### src/rtl/echo_delay_reader.sv
// Echo delay controller: drains and primes an external delay FIFO, then mixes delayed samples into live audio.
// Build option ECHO_FEEDBACK_EN: RUN writes the mixed output back to the FIFO (decaying repeated echo).
//
// state | meaning
// IDLE  | disabled, no strobes, error flags held
// FLUSH | draining stale FIFO words, live audio passed straight through
// FILL  | priming the FIFO with delay_num dry samples
// RUN   | read delayed word, mix with registered live sample, write new word
module echo_delay_reader #(
    parameter int DW = 16,
    parameter int CW = 12
) (
    input  logic          clk,
    input  logic          rst_n,
    input  logic          en,
    input  logic [CW-1:0] delay_num,
    input  logic [5:0]    gain,
    input  logic          sample_valid,
    input  logic [DW-1:0] audio_in,
    output logic          fifo_wr_en,
    output logic [31:0]   fifo_data,
    output logic          fifo_rd_en,
    input  logic [31:0]   fifo_q,
    input  logic          fifo_empty,
    input  logic          fifo_full,
    output logic [DW-1:0] audio_out,
    output logic          out_valid,
    output logic          underrun,
    output logic          overrun,
    output logic          collision
);

    typedef enum logic [1:0] {IDLE, FLUSH, FILL, RUN} state_t;

    localparam int PW = DW + 8;
    localparam logic signed [PW-1:0] SAT_MAX = {{9{1'b0}}, {(DW-1){1'b1}}};
    localparam logic signed [PW-1:0] SAT_MIN = {{9{1'b1}}, {(DW-1){1'b0}}};

    state_t        state;
    logic [CW-1:0] occ;
    logic [CW-1:0] occ_next;
    logic [CW-1:0] delay_lat;
    logic          flush_arm;
    logic          rd_run;
    logic          p1, p2, p3;
    logic          skip1, skip2;
    logic [DW-1:0] live_q;
    logic [5:0]    gain_q;
    logic [DW-1:0] mixed;
    logic signed [PW-1:0] dly_ext;
    logic signed [PW-1:0] live_ext;
    logic signed [PW-1:0] prod;
    logic signed [PW-1:0] sum;
    logic          unused_q_hi;

    assign unused_q_hi = ^fifo_q[31:DW];
    assign occ_next    = occ + CW'(1);

    // Flush reads follow fifo_empty combinationally so the drain never over-reads;
    // the arm flag keeps the first FLUSH cycle strobe-free.
    assign fifo_rd_en = rd_run | ((state == FLUSH) && flush_arm && !fifo_empty);

    always_comb begin
        dly_ext  = '0;
        if (!skip2)
            dly_ext = {{(PW-DW){fifo_q[DW-1]}}, fifo_q[DW-1:0]};
        live_ext = {{(PW-DW){live_q[DW-1]}}, live_q};
        prod     = dly_ext * $signed({{(PW-6){1'b0}}, gain_q});
        sum      = (prod >>> 6) + live_ext;
        if (sum > SAT_MAX)
            mixed = SAT_MAX[DW-1:0];
        else if (sum < SAT_MIN)
            mixed = SAT_MIN[DW-1:0];
        else
            mixed = sum[DW-1:0];
    end

    always_ff @(posedge clk or negedge rst_n) begin
        if (!rst_n) begin
            state      <= IDLE;
            occ        <= '0;
            delay_lat  <= CW'(1);
            flush_arm  <= 1'b0;
            rd_run     <= 1'b0;
            p1         <= 1'b0;
            p2         <= 1'b0;
            p3         <= 1'b0;
            skip1      <= 1'b0;
            skip2      <= 1'b0;
            live_q     <= '0;
            gain_q     <= '0;
            fifo_wr_en <= 1'b0;
            fifo_data  <= '0;
            audio_out  <= '0;
            out_valid  <= 1'b0;
            underrun   <= 1'b0;
            overrun    <= 1'b0;
            collision  <= 1'b0;
        end else begin
            fifo_wr_en <= 1'b0;
            out_valid  <= 1'b0;
            rd_run     <= 1'b0;
            flush_arm  <= (state == FLUSH);
            p1         <= 1'b0;
            p2         <= p1;
            p3         <= p2;
            skip2      <= skip1;
            if (!en) begin
                state     <= IDLE;
                flush_arm <= 1'b0;
                p2        <= 1'b0;
                p3        <= 1'b0;
            end else begin
                case (state)
                    IDLE: begin
                        state     <= FLUSH;
                        underrun  <= 1'b0;
                        overrun   <= 1'b0;
                        collision <= 1'b0;
                    end
                    FLUSH: begin
                        if (sample_valid) begin
                            audio_out <= audio_in;
                            out_valid <= 1'b1;
                        end
                        if (fifo_empty) begin
                            state     <= FILL;
                            occ       <= '0;
                            delay_lat <= (delay_num == '0) ? CW'(1) : delay_num;
                        end
                    end
                    FILL: begin
                        if (sample_valid) begin
                            audio_out <= audio_in;
                            out_valid <= 1'b1;
                            if (fifo_full) begin
                                overrun <= 1'b1;
                            end else begin
                                fifo_wr_en <= 1'b1;
                                fifo_data  <= 32'(audio_in);
                                occ        <= occ_next;
                                if (occ_next == delay_lat)
                                    state <= RUN;
                            end
                        end
                    end
                    RUN: begin
                        if (sample_valid) begin
                            if (p1 || p2 || p3) begin
                                collision <= 1'b1;
                            end else begin
                                live_q <= audio_in;
                                gain_q <= gain;
                                p1     <= 1'b1;
                                skip1  <= fifo_empty;
                                if (fifo_empty)
                                    underrun <= 1'b1;
                                else
                                    rd_run <= 1'b1;
`ifndef ECHO_FEEDBACK_EN
                                if (fifo_full) begin
                                    overrun <= 1'b1;
                                end else begin
                                    fifo_wr_en <= 1'b1;
                                    fifo_data  <= 32'(audio_in);
                                end
`endif
                            end
                        end
                        if (p2) begin
                            audio_out <= mixed;
                            out_valid <= 1'b1;
`ifdef ECHO_FEEDBACK_EN
                            if (fifo_full) begin
                                overrun <= 1'b1;
                            end else begin
                                fifo_wr_en <= 1'b1;
                                fifo_data  <= 32'(mixed);
                            end
`endif
                        end
                    end
                    default: state <= IDLE;
                endcase
            end
        end
    end

endmodule

### config.mk
export PLATFORM = sky130hd
export DESIGN_NAME = echo_delay_reader
export DESIGN_NICKNAME = d
export VERILOG_FILES = /design/src/rtl/echo_delay_reader.sv
export SDC_FILE = /design/constraint.sdc
export NUM_CORES = 1
export LEC_CHECK = 0
export BUFFER_PORTS_ARGS = -buffer_cell sky130_fd_sc_hd__clkbuf_2
export CORE_MARGIN = 2
export CORE_UTILIZATION = 40
export CTS_BUF_LIST = sky130_fd_sc_hd__clkbuf_8
export DETAILED_ROUTE_END_ITERATION = 8
export PLACE_DENSITY = 0.63
export SLEW_MARGIN = 10
export SYNTH_ARGS = -nofsm -noshare
export SYNTH_HDL_FRONTEND = slang
export SYNTH_SLANG_ARGS = --single-unit
### constraint.sdc
create_clock -name clk -period 7.9 [get_ports clk]
set_clock_uncertainty 0.05 [all_clocks]
set_input_delay 1.58 -clock clk [delete_from_list [all_inputs] [get_ports clk]]
set_output_delay 1.58 -clock clk [all_outputs]
set_load 0.02 [all_outputs]
---- Word-level counts from Yosys, hierarchy flattened ----
Index checks and enable logic that the tools add are counted.
word-level totals
  flip-flop bits (word level) ............. 108
  bits in latches ......................... 0
  RAM bits ................................ 0
  memory bits (read-only) ................. 0
  input bits .............................. 72
  output and inout bits ................... 54
  word-level logic and storage cells ...... 122
  memories kept ........................... 0
operators by class
  add/sub/neg operators ................... 2
  multiply operators ...................... 1
  divide/modulo/power cells ............... 0
  magnitude comparators ................... 2
  equality and inequality tests ........... 18
  shift-type cells ........................ 0
  muxes and demuxes ....................... 56
  bitwise logic cells ..................... 2
  reduce and logical (&&, ||, !) cells .... 22
operators with widths
  cell                                                             number
  two-way mux 32 bit                                               4
  two-way mux 16 bit                                               4
  one-hot mux 32 bit (2 select lines)                              1
  two-way mux 12 bit                                               4
  one-hot mux 16 bit (2 select lines)                              1
  two-way mux 1 bit                                                29
  AND reduction 5 bit                                              5
  multiplier 24 x 7 -> 24 bit                                      1
  two-way mux 24 bit                                               1
  one-hot mux 12 bit (2 select lines)                              1
  adder 18 x 16 -> 19 bit                                          1
  greater-than comparator 19 x 16 -> 1 bit, second input constant  1
  < comparator 19 x 16 -> 1 bit, second input constant             1
  != test 2 bit, second input constant                             8
  adder 12 x 1 -> 12 bit, second input constant                    1
  == test 12 bit                                                   1
  zero test 12 bit                                                 1
  != test 3 bit, second input constant                             4
  AND reduction 4 bit                                              3
  two-way mux 2 bit                                                5
  one-hot mux 1 bit (2 select lines)                               4
  nonzero test 2 bit                                               4
  one-hot mux 2 bit (3 select lines)                               1
  == test 2 bit, second input constant                             2
  13 further kinds                                                 15

---- Longest topological paths before layout ----
Gate-level depths: netlist of run 1.
  depth after elaboration ................. 8
  depth in mapped cells ................... 31
  mapped depth without buffers ............ 29

---- Least setup slack after synthesis of run 1 ----
Ideal clock, no wire load.
  path kind ............................... input port to flip-flop
  start ................................... in fifo_q[8]
  end ..................................... reg audio_out[11]
  arrival time ............................ 7735 ps
  data required time ...................... 7756 ps
  slack ................................... 22 ps
  stages on the path ...................... 27
  path through ............................ nor2b_1 > and2_1 > fa_1 > fa_1 > fa_1 > inv_1 > fa_1 > inv_1 > ha_1 > nor2b_1 > a41o_1 > o21a_1 > o21a_1 > o21a_1 > nor2_1 > xnor2_1 > ha_1 > o21a_1 > a21o_1 > and3_4 > o311ai_4 > a31oi_1 > xnor2_1 > o32ai_2 > buf_6 > nand2_1 > a221oi_2
between the ends
  word-level cells in the longest chain between the ends .. 8
  elaborated cells between the ends (all ways) .. 9
  those cells by class .................... add/sub (1); mul (1); order compare (2); mux (5)
RTL lines
  element                                line  text
  start, declared                        23    input logic [31:0] fifo_q,
  two-way mux 24 bit *                   65    if (!skip2)
  multiplier 24 x 7 -> 24 bit *          68    prod = dly_ext * $signed({{(PW-6){1'b0}}, gain_q});
  adder 18 x 16 -> 19 bit *              69    sum = (prod >>> 6) + live_ext;
  < comparator 19 x 16 -> 1 bit          72    else if (sum < SAT_MIN)
  two-way mux 16 bit                     72
  two-way mux 16 bit *                   70    if (sum > SAT_MAX)
  two-way mux 16 bit *                   170   if (p2) begin
  one-hot mux 16 bit (2 select lines) *  114   case (state)
  end signal, assigned                   123   audio_out <= audio_in;
  end signal, assigned                   134   audio_out <= audio_in;
  end signal, assigned                   171   audio_out <= mixed;
  end, declared                          26    output logic [DW-1:0] audio_out,
Mark *: on every way between the ends. The rest lies on a longest branch, timed or not. The select of a mux whose other input is x is not followed.
A chain may end at the register's enable or synchronous reset.

---- Worst setup path in the final report of run 1 ----
  start ................................... in fifo_q[7]
  end ..................................... reg audio_out[6]
The elaborated chain is that of the path after synthesis.

==> results of run 1 <==
==> registers in the layout, indices dropped and copies added, names as in the netlist, 2 cells and up <==
name,count
audio_out,16
delay_lat,12
fifo_data,16
gain_q,6
live_q,16
occ,12
state,2
==> metrics by stage <==
stage	instances	hold WS (ns)	TNS, ns
5_1_grt	1364	0.335	-1.71
3_3_place_gp	1339	0.308	-9.83
6_report	1364	0.323	0
3_5_place_dp	1339	0.316	-10.81
2_1_floorplan	928	0.300	0
4_1_cts	1359	0.329	0
==> metal layers <==
layer,track usage [%],vias up,wire length (µm)
li1,-,3345,-
met1,25.7,3280,9610
met2,30.4,106,9430
met3,2.29,16,681
met4,4.11,0,229
met5,0,-,0
==> cells in the mapped netlist, drive strengths merged, types with 3 or more instances <==
master,instances
a211o,3
a211oi,8
a21o,14
a21oi,23
a221oi,15
a31oi,8
and2,86
and3,6
buf,22
clkbuf,23
dfrtp,91
fa,69
ha,70
inv,91
mux2,36
nand2,99
nand2b,4
nand3,12
nand4,4
nor2,63
nor2b,16
nor3,16
nor4,5
o21a,9
o21ai,27
o21bai,4
o31ai,4
o41ai,3
or3,3
xnor2,26
xor2,20
==> report_power, final <==
part	total, mW	switching, mW	internal [mW]
logic	4.09	2.11	1.98
registers	0.748	0.116	0.632
clock network	0.346	0.184	0.161
total	5.18	2.41	2.77
==> final cells by class <==
class	count	area [µm²]	area share (%)
flip-flops and latches	92	2300	21.7
well taps	275	344	3.25
clock inverters	6	82.6	0.779
clock buffers	10	138	1.30
multi-input cells	699	6090	57.5
inverters	91	342	3.22
repair buffers	191	1300	12.2
==> critical path: cells and delay by family <==
kind	cells	cell delay [ns]
AOI/OAI and AO/OA	12	2.39
xor gates and xnor gates	1	0.09
adders and majority gates	6	2.52
buffers and inverters	7	0.87
and+or+nand+nor	5	0.52
==> repair_timing <==
item | in CTS | in global routing
pin swaps | 11 | 78
gates cloned | 0 | 2
buffers inserted | 4 | 3
endpoints found under the setup margin | 15 | 16
resized for setup | 12 | 62
==> worst max-delay path by stage <==
| stage | endpoint | startpoint | slack, ns | cells after the start |
|---|---|---|---|---|
| 6_report | audio_out[6]$_DFFE_PN0P_ | fifo_q[7] | 0.14 | 31 |
| 5_1_grt | audio_out[13]$_DFFE_PN0P_ | fifo_q[7] | -0.15 | 31 |
| 4_1_cts | audio_out[3]$_DFFE_PN0P_ | fifo_q[7] | 0.0002 | 30 |
| 3_5_place_dp | audio_out[4]$_DFFE_PN0P_ | fifo_q[7] | -0.83 | 25 |
| 3_3_place_gp | audio_out[4]$_DFFE_PN0P_ | fifo_q[7] | -0.74 | 25 |
| 2_1_floorplan | audio_out[11]$_DFFE_PN0P_ | fifo_q[8] | 0.02 | 27 |
==> cell families (layout without fill, tap and decap cells) <==
logic type,after synthesis,in the layout
other,1,16
DFF,92,92
xor gates and xnor gates,46,46
buffers and inverters,137,298
muxes,38,38
AOI/OAI and AO/OA,134,134
adders and majority gates,139,139
and+or+nand+nor,326,326
==> run_results.csv, run 1 <==
group,metric,value,unit
synthesis,synth_top_area_share,26.3,%
layout,drive_above_1_share,29.9,%
layout,finalInstanceArea,0.0106,mm²
hold_path,hold_class,"flip-flop to flip-flop",
status,outcome,"finished, final reports clean",
synthesis,synth.yosys.seq_area_share,26.6,%
cts,cts_root_buf,"clkbuf_8",
pwr,pwr_density_cell,489,mW/mm²
sta,drv_slew,0,
detailed_routing,drcViolationCount,0,
synthesis,syn_area,0.00866,mm²
layout,area_growth,22.4,%
sta,hold_viol,0,
sta,slew_headroom,27.9,%
cts,cts_buffer_depth,2,
die,io_pins,126,
die,die_h,151,µm
sta,period_share,98.3,%
synthesis,ys_warn_count,0,
sta,worst_pin_slew,1.08,ns
synthesis,synthArstFlopShare,100,%
worst_setup_path,reg2reg_from,"skip2$_DFF_PN0_",
worst_setup_path,critPathArrivalTime,7.99,ns
synthesis,syn_inst,913,
worst_setup_path,worst_setup_path_end_kind,"flip-flop",
worst_setup_path,critPathMaxStageDelay,0.53,ns
cts,cts_tree,"yes",
place,portBuffers,93,
global_routing,track_usage,18.3,%
global_routing,antenna_found_initial,0,
synthesis,ys_ff_latch,92,
layout,n_antenna_cell,0,
synthesis,synth_ff_type,"dfrtp_1",
layout,final_common_cell,"buf_4",
sta,rsz0062_at_grt,"true",
cts,clock_latency,0.37,ns
worst_setup_path,crit_top_cell,"o21a_1",
synthesis,synth_edf_count,0,
synthesis,synth-compound-area-share,11.8,%
global_routing,grt_pass1_wl,33400,µm
detailed_routing,via_per_inst,4.95,
worst_setup_path,r2r_cells,31,
layout,finish.utilization,50.1,%
die,core,0.0212,mm²
pwr,ir_drop,408,µV
worst_setup_path,rrSetupSlack,0.42,ns
global_routing,globalRouteOverflowTotal,0,
detailed_routing,detail-route-antenna-nets,0,
synthesis,synth_simple_gate_area_share,18.8,%
pwr,leakagePower,5.52,nW
hold_path,min_path_cells,0,
sta,setup_ws,0.135,ns
place,place_area,0.00997,mm²
cts,h-tree-depth,3,
synthesis,synth_top_family_by_area,"adder cells",
hold_path,hold_start,"skip1$_DFFE_PN0P_",
die,initial_utilization,40.9,%
detailed_routing,drtIter0Drc,215,
detailed_routing,wl_per_cell,14.6,µm
synthesis,synth_xor_xnor_area_share,4.65,%
place,place_ws,-0.828,ns
synthesis,yosysUniqueCellTypes,69,
synthesis,muxShareOfSynthArea,4.91,%
place,place.gp.congestion,0.795,
detailed_routing,firstDrtPassIters,4,
detailed_routing,vias,6747,
synthesis,synth_area_leader_cell,"dfrtp_1",
synthesis,synthAdderAreaFrac,26.1,%
worst_setup_path,cp_data_required_time,8.12,ns
sta,setup_viol,0,
die,dieWidth,151,µm
layout,layout_common_cells,"buf_4 (93), nand2_1 (92), dfrtp_1 (91), clkbuf_2 (90), inv_1 (84)",
die,die_area,0.0228,mm²
synthesis,syn_area_per_cell,9.49,µm²
worst_setup_path,worstSetupPathType,"input pin to flip-flop",
worst_setup_path,critical_path.max_fanout,7,
global_routing,grt_max_degree,55,
worst_setup_path,cpMaxStageDelayCell,"fa_1",
cts,cts.sinks,92,
sta,max_freq,0.129,GHz
global_routing,grt_pass1_vias,6853,
detailed_routing,wl,20000,µm
layout,nets,1295,
worst_setup_path,r2r-end,"audio_out[6]$_DFFE_PN0P_",
sta,finalCriticalPeriod,7.76,ns
cts,cts_hold_repair.buffers,0,
flow_run,drv_cap,0,
worst_setup_path,start_kind,"input pin",
cts,clk_pin_slew_worst_paths,0.10,ns
synthesis,synthTopCellsByArea,"dfrtp_1 (26%), fa_1 (16%), ha_1 (10%)",
layout,fillers,1986,
hold_path,worstHoldEndpoint,"skip2$_DFF_PN0_",
place,hpwl,15600,µm
pwr,p_total,5.18,mW
die,rows,53,
cts,cts_buffers,9,
Power figures use the tool's default switching activity.
==> inputs of run 2 (changes only) <==
--- a/config.mk
+++ b/config.mk
@@ -7,10 +7,10 @@
 export LEC_CHECK = 0
 export BUFFER_PORTS_ARGS = -buffer_cell sky130_fd_sc_hd__clkbuf_2
 export CORE_MARGIN = 2
-export CORE_UTILIZATION = 40
+export CORE_UTILIZATION = 45
 export CTS_BUF_LIST = sky130_fd_sc_hd__clkbuf_8
 export DETAILED_ROUTE_END_ITERATION = 8
-export PLACE_DENSITY = 0.63
+export PLACE_DENSITY = 0.69
 export SLEW_MARGIN = 10
 export SYNTH_ARGS = -nofsm -noshare
 export SYNTH_HDL_FRONTEND = slang
==> run_results.csv, run 2 (synthesized netlist as in run 1, its figures left out) <==
group,metric,value,unit
sta,worst_pin_slew,0.970,ns
worst_setup_path,r2r_cells,28,
detailed_routing,wl_met2,9760,µm
detailed_routing,wl_per_cell,15.2,µm
sta,hold_viol,0,
die,io_pins,126,
die,initial_utilization,46.2,%
worst_setup_path,worstSetupPathType,"input pin to flip-flop",
layout,multi_input_area,0.00610,mm²
worst_setup_path,cpMaxStageDelayCell,"fa_1",
pwr,pwr_density_cell,486,mW/mm²
place,hpwl,15400,µm
sta,setup_ws,0.105,ns
detailed_routing,wl,20300,µm
layout,n_antenna_cell,0,
sta,max_freq,0.128,GHz
pwr,ir_drop,240,µV
sta,drv_slew,0,
cts,h-tree-depth,3,
pwr,p_comb_share,79.3,%
hold_path,min_path_cells,0,
place,portBuffers,93,
cts,clock_latency,0.37,ns
hold_path,hold_class,"flip-flop to flip-flop",
layout,area_growth,21.7,%
global_routing,grt_pass1_vias,7087,
cts,cts_buffer_depth,2,
die,die_h,143,µm
cts,cts_buffers,9,
place,place.gp.congestion,0.818,
pwr,internal-power,2.69,mW
pwr,clkPwrFrac,6.0,%
worst_setup_path,start_kind,"input pin",
layout,layout_common_cells,"buf_4 (103), nand2_1 (96), dfrtp_1 (91), clkbuf_2 (90), inv_1 (87)",
global_routing,grt_max_degree,63,
detailed_routing,highest_layer,"met4",
die,core,0.0188,mm²
die,dieWidth,143,µm
global_routing,globalRouteOverflowTotal,0,
layout,nets,1303,
cts,cts_root_buf,"clkbuf_8",
global_routing,grt_pass1_wl,34400,µm
cts,cts.sinks,92,
layout,register_area,0.00230,mm²
layout,finish.utilization,56.2,%
cts,cts_tree,"yes",
status,outcome,"finished, final reports clean",
sta,final.setup.tns,0,ns
layout,final_common_cell,"buf_4",
worst_setup_path,critical_path.max_fanout,5,
sta,rsz0062_at_grt,"true",
cts,clk_pin_slew_worst_paths,0.10,ns
detailed_routing,drtIter0Drc,329,
pwr,p_seq_share,14.7,%
layout,fillers,1620,
global_routing,track_usage,20.8,%
detailed_routing,via_per_inst,5.20,
detailed_routing,drcViolationCount,0,
worst_setup_path,critPathArrivalTime,8.03,ns
die,rows,50,
pwr,leakagePower,5.55,nW
worst_setup_path,cp_data_required_time,8.13,ns
detailed_routing,vias,6920,
detailed_routing,firstDrtPassIters,5,
worst_setup_path,critPathMaxStageDelay,0.61,ns
layout,drive_above_1_share,30.1,%
sta,setup_viol,0,
detailed_routing,detail-route-antenna-nets,0,
layout,finalInstanceArea,0.0105,mm²
place,place_ws,-0.852,ns
worst_setup_path,worst_setup_path_end_kind,"flip-flop",
pwr,netSwitchingPower,2.44,mW
detailed_routing,routedLengthMet1,9380,µm
sta,slew_headroom,35.2,%
global_routing,antenna_found_initial,0,
die,die_area,0.0204,mm²
flow_run,drv_cap,0,
sta,period_share,98.7,%
detailed_routing,met3_length,785,µm
sta,finalCriticalPeriod,7.80,ns
layout,reg_top3,"audio_out (16), fifo_data (16), live_q (16)",
pwr,switching_share,47.5,%
place,place_area,0.00988,mm²
==> run 2: power groups by stage <==
stage	logic (mW)	registers [mW]	clock network, mW
after floorplan	2.29	0.828	0
after global placement	3.49	0.753	0
after detailed placement	3.54	0.759	0
after CTS	3.80	0.752	0.317
after global routing	4.50	0.773	0.332
final	4.07	0.753	0.308
==> run 2: metrics by stage <==
step | hold slack, ns | total power, mW | instances
after floorplan | 0.300 | 3.12 | 928
after global placement | 0.335 | 4.24 | 1295
after detailed placement | 0.350 | 4.30 | 1295
after CTS | 0.374 | 4.87 | 1323
after global routing | 0.394 | 5.61 | 1331
final | 0.381 | 5.13 | 1331
==> run 2: path summary, 6_finish.rpt <==
check / start / slack (ns) / to
worst min register to register: skip1$_DFFE_PN0P_ / 0.38 / skip2$_DFF_PN0_
min in group asynchronous: rst_n / 1.08 / occ[10]$_DFFE_PN0P_
worst min-delay path: skip1$_DFFE_PN0P_ / 0.38 / skip2$_DFF_PN0_
worst max-delay path: fifo_q[3] / 0.10 / audio_out[13]$_DFFE_PN0P_
max in group asynchronous: rst_n / 5.57 / audio_out[11]$_DFFE_PN0P_
worst max register to register: skip2$_DFF_PN0_ / 0.39 / audio_out[13]$_DFFE_PN0P_
==> run 2: metal layers <==
layer  vias to the layer above  track usage (%)
met5                         -                0
met4                         0             5.58
met3                        27             2.52
met2                       139             34.5
met1                      3393             29.1
li1                       3361                -
==> run 2: layout make-up <==
class	count	area share [%]
multi-input cells	699	57.9
inverters	91	3.24
clock inverters	7	0.582
repair buffers	199	12.5
well taps	234	2.78
flip-flops and latches	92	21.9
clock buffers	9	1.18
==> run 2: what timing repair did <==
item | CTS | global route
pin swaps | 38 | 64
hold buffers | 0 | 0
gates cloned | 1 | 0
setup buffers | 11 | 10
resized for setup | 24 | 48
endpoints found under the setup margin | 15 | 16
==> run 2: worst max-delay path: cells and delay by family <==
| kind | cells | cell delay (ns) |
|---|---|---|
| fa+ha+maj | 6 | 2.61 |
| buf+inv | 5 | 0.57 |
| simple gates | 3 | 0.44 |
| xor+xnor | 2 | 0.33 |
| compound gates | 13 | 2.51 |
==> inputs of run 3 (changes only) <==
--- a/config.mk
+++ b/config.mk
@@ -10,6 +10,7 @@
 export CORE_UTILIZATION = 45
 export CTS_BUF_LIST = sky130_fd_sc_hd__clkbuf_8
 export DETAILED_ROUTE_END_ITERATION = 8
+export GPL_TIMING_DRIVEN = 0
 export PLACE_DENSITY = 0.69
 export SLEW_MARGIN = 10
 export SYNTH_ARGS = -nofsm -noshare
==> constraint.sdc (replaced) <==
create_clock -name clk -period 7.9 [get_ports clk]
set_clock_uncertainty 0.05 [all_clocks]
set_input_delay 1.58 -clock clk [delete_from_list [all_inputs] [get_ports clk]]
set_output_delay 1.58 -clock clk [all_outputs]
set_load 0.01 [all_outputs]
==> run_results.csv, run 3 (synthesized netlist as in run 1, its figures left out) <==
group,metric,value,unit
layout,reg_top3,"audio_out (16), fifo_data (16), live_q (16)",
die,die_area,0.0204,mm²
worst_setup_path,start_kind,"input pin",
sta,rsz0062_at_grt,"true",
detailed_routing,wl_met2,9650,µm
detailed_routing,highest_layer,"met4",
detailed_routing,via_per_inst,5.21,
hold_path,hold_class,"flip-flop to flip-flop",
layout,drive_above_1_share,24.1,%
sta,finalCriticalPeriod,7.85,ns
sta,final.setup.tns,0,ns
die,dieWidth,143,µm
cts,cts_buffers,9,
cts,cts_buffer_depth,2,
global_routing,antenna_found_initial,0,
hold_path,min_path_cells,0,
worst_setup_path,cp_num_cells,28,
cts,cts_hold_repair.buffers,0,
sta,setup_viol,0,
layout,multi_input_area,0.00610,mm²
die,io_pins,126,
layout,fillers,1700,
sta,max_freq,0.127,GHz
worst_setup_path,crit_family,"adder cells",
layout,finalInstanceArea,0.0102,mm²
global_routing,grt_pass1_wl,34500,µm
detailed_routing,vias,6727,
pwr,leakagePower,5.28,nW
cts,cts_tree,"yes",
cts,h-tree-depth,3,
worst_setup_path,critical_path.max_fanout,5,
pwr,pwr_density_cell,465,mW/mm²
sta,hold_viol,0,
worst_setup_path,critPathArrivalTime,8.08,ns
place,place_area,0.00951,mm²
worst_setup_path,worstSetupPathType,"input pin to flip-flop",
layout,register_area,0.00230,mm²
detailed_routing,routedLengthMet1,9410,µm
sta,setup_ws,0.0536,ns
cts,cts.sinks,92,
place,hpwl,15700,µm
detailed_routing,wl_per_cell,15.7,µm
cts,cts_root_buf,"clkbuf_8",
pwr,ir_drop,236,µV
place,place.gp.congestion,0.813,
detailed_routing,met3_length,772,µm
cts,clk_pin_slew_worst_paths,0.09,ns
worst_setup_path,cp_data_required_time,8.14,ns
die,rows,50,
status,outcome,"finished, final reports clean",
worst_setup_path,worst_setup_path_end_kind,"flip-flop",
sta,worst_pin_slew,0.892,ns
place,place_ws,-0.748,ns
detailed_routing,drtIter0Drc,306,
layout,nets,1263,
detailed_routing,wl,20300,µm
detailed_routing,drcViolationCount,0,
cts,clock_latency,0.38,ns
worst_setup_path,crit_top_cell,"o21a_1",
flow_run,drv_cap,0,
global_routing,track_usage,21.1,%
die,core,0.0188,mm²
worst_setup_path,cp.buffers_inverters,4,
layout,final_common_cell,"nand2_1",
sta,drv_slew,0,
detailed_routing,firstDrtPassIters,7,
layout,layout_common_cells,"nand2_1 (98), clkbuf_2 (91), dfrtp_1 (91), inv_1 (88), and2_1 (82)",
detailed_routing,detail-route-antenna-nets,0,
worst_setup_path,critPathMaxStageDelay,0.53,ns
worst_setup_path,r2r_cells,29,
global_routing,globalRouteOverflowTotal,0,
global_routing,grt_pass1_vias,7011,
place,portBuffers,93,
layout,area_growth,17.8,%
sta,slew_headroom,40.3,%
worst_setup_path,cpMaxStageDelayCell,"fa_1",
sta,period_share,99.3,%
die,initial_utilization,46.2,%
layout,finish.utilization,54.4,%
layout,n_antenna_cell,0,
die,die_h,143,µm
global_routing,grt_max_degree,60,
run 3: changes by cell type in the layout (fill, tap and decap cells not counted), sizes merged:
cell | previous run | this run
clkbuf | 99 | 125
buf | 109 | 43
inv | 95 | 93
clkinv | 1 | 2
dlygate4sd3 | 0 | 1
run 3: worst paths after layout:
kind,start,endpoint,slack [ns]
max,fifo_q[8],audio_out[11]$_DFFE_PN0P_,0.05
min,skip1$_DFFE_PN0P_,skip2$_DFF_PN0_,0.39
max reg2reg,skip2$_DFF_PN0_,audio_out[11]$_DFFE_PN0P_,0.14
min reg2reg,skip1$_DFFE_PN0P_,skip2$_DFF_PN0_,0.39
max in group asynchronous,rst_n,delay_lat[0]$_DFFE_PN1P_,6.00
min in group asynchronous,rst_n,delay_lat[9]$_DFFE_PN0P_,1.12
run 3: where the power goes:
part           internal, mW  switching [mW]  total (mW)
Sequential            0.632           0.133       0.765
Combinational          1.68            1.99        3.67
Clock                 0.128           0.187       0.315
run 3: metrics by stage:
stage | hold slack [ns] | std cells | total power, mW
floorplan | 0.300 | 928 | 3.06
global placement | 0.355 | 1255 | 3.70
detailed placement | 0.368 | 1256 | 3.73
CTS | 0.389 | 1283 | 4.43
global route | 0.397 | 1291 | 5.21
finish | 0.388 | 1291 | 4.75
run 3: repair_timing:
action / in CTS / in global routing
cloned: 2 / 0
endpoints found under the setup margin: 16 / 16
buffers inserted: 9 / 8
gates resized for setup: 33 / 39
pin swaps: 31 / 55
run 3: final cells by class:
type | instances | area share (%)
inverters | 91 | 3.35
plain buffers | 46 | 2.75
multi-input cells | 699 | 59.8
flip-flops and latches | 92 | 22.6
well taps | 234 | 2.87
clock buffers | 10 | 1.35
clock inverters | 6 | 0.564
repair buffers | 113 | 6.78
run 3: worst register-to-register path, delay by kind of cell (launching register included):
kind | cells | cell delay [ns]
XOR/XNOR | 2 | 0.35
buffers and inverters | 4 | 0.63
flip-flops | 1 | 0.56
AO/OA/AOI/OAI | 11 | 2.58
adder cells (fa/ha/maj) | 6 | 2.43
AND/OR/NAND/NOR | 6 | 1.10
run 3: layer usage:
metal,GRT usage (%),up-vias
li1,-,3286
met1,28.7,3257
met2,35.7,151
met3,2.68,33
met4,5.99,0
met5,0,-
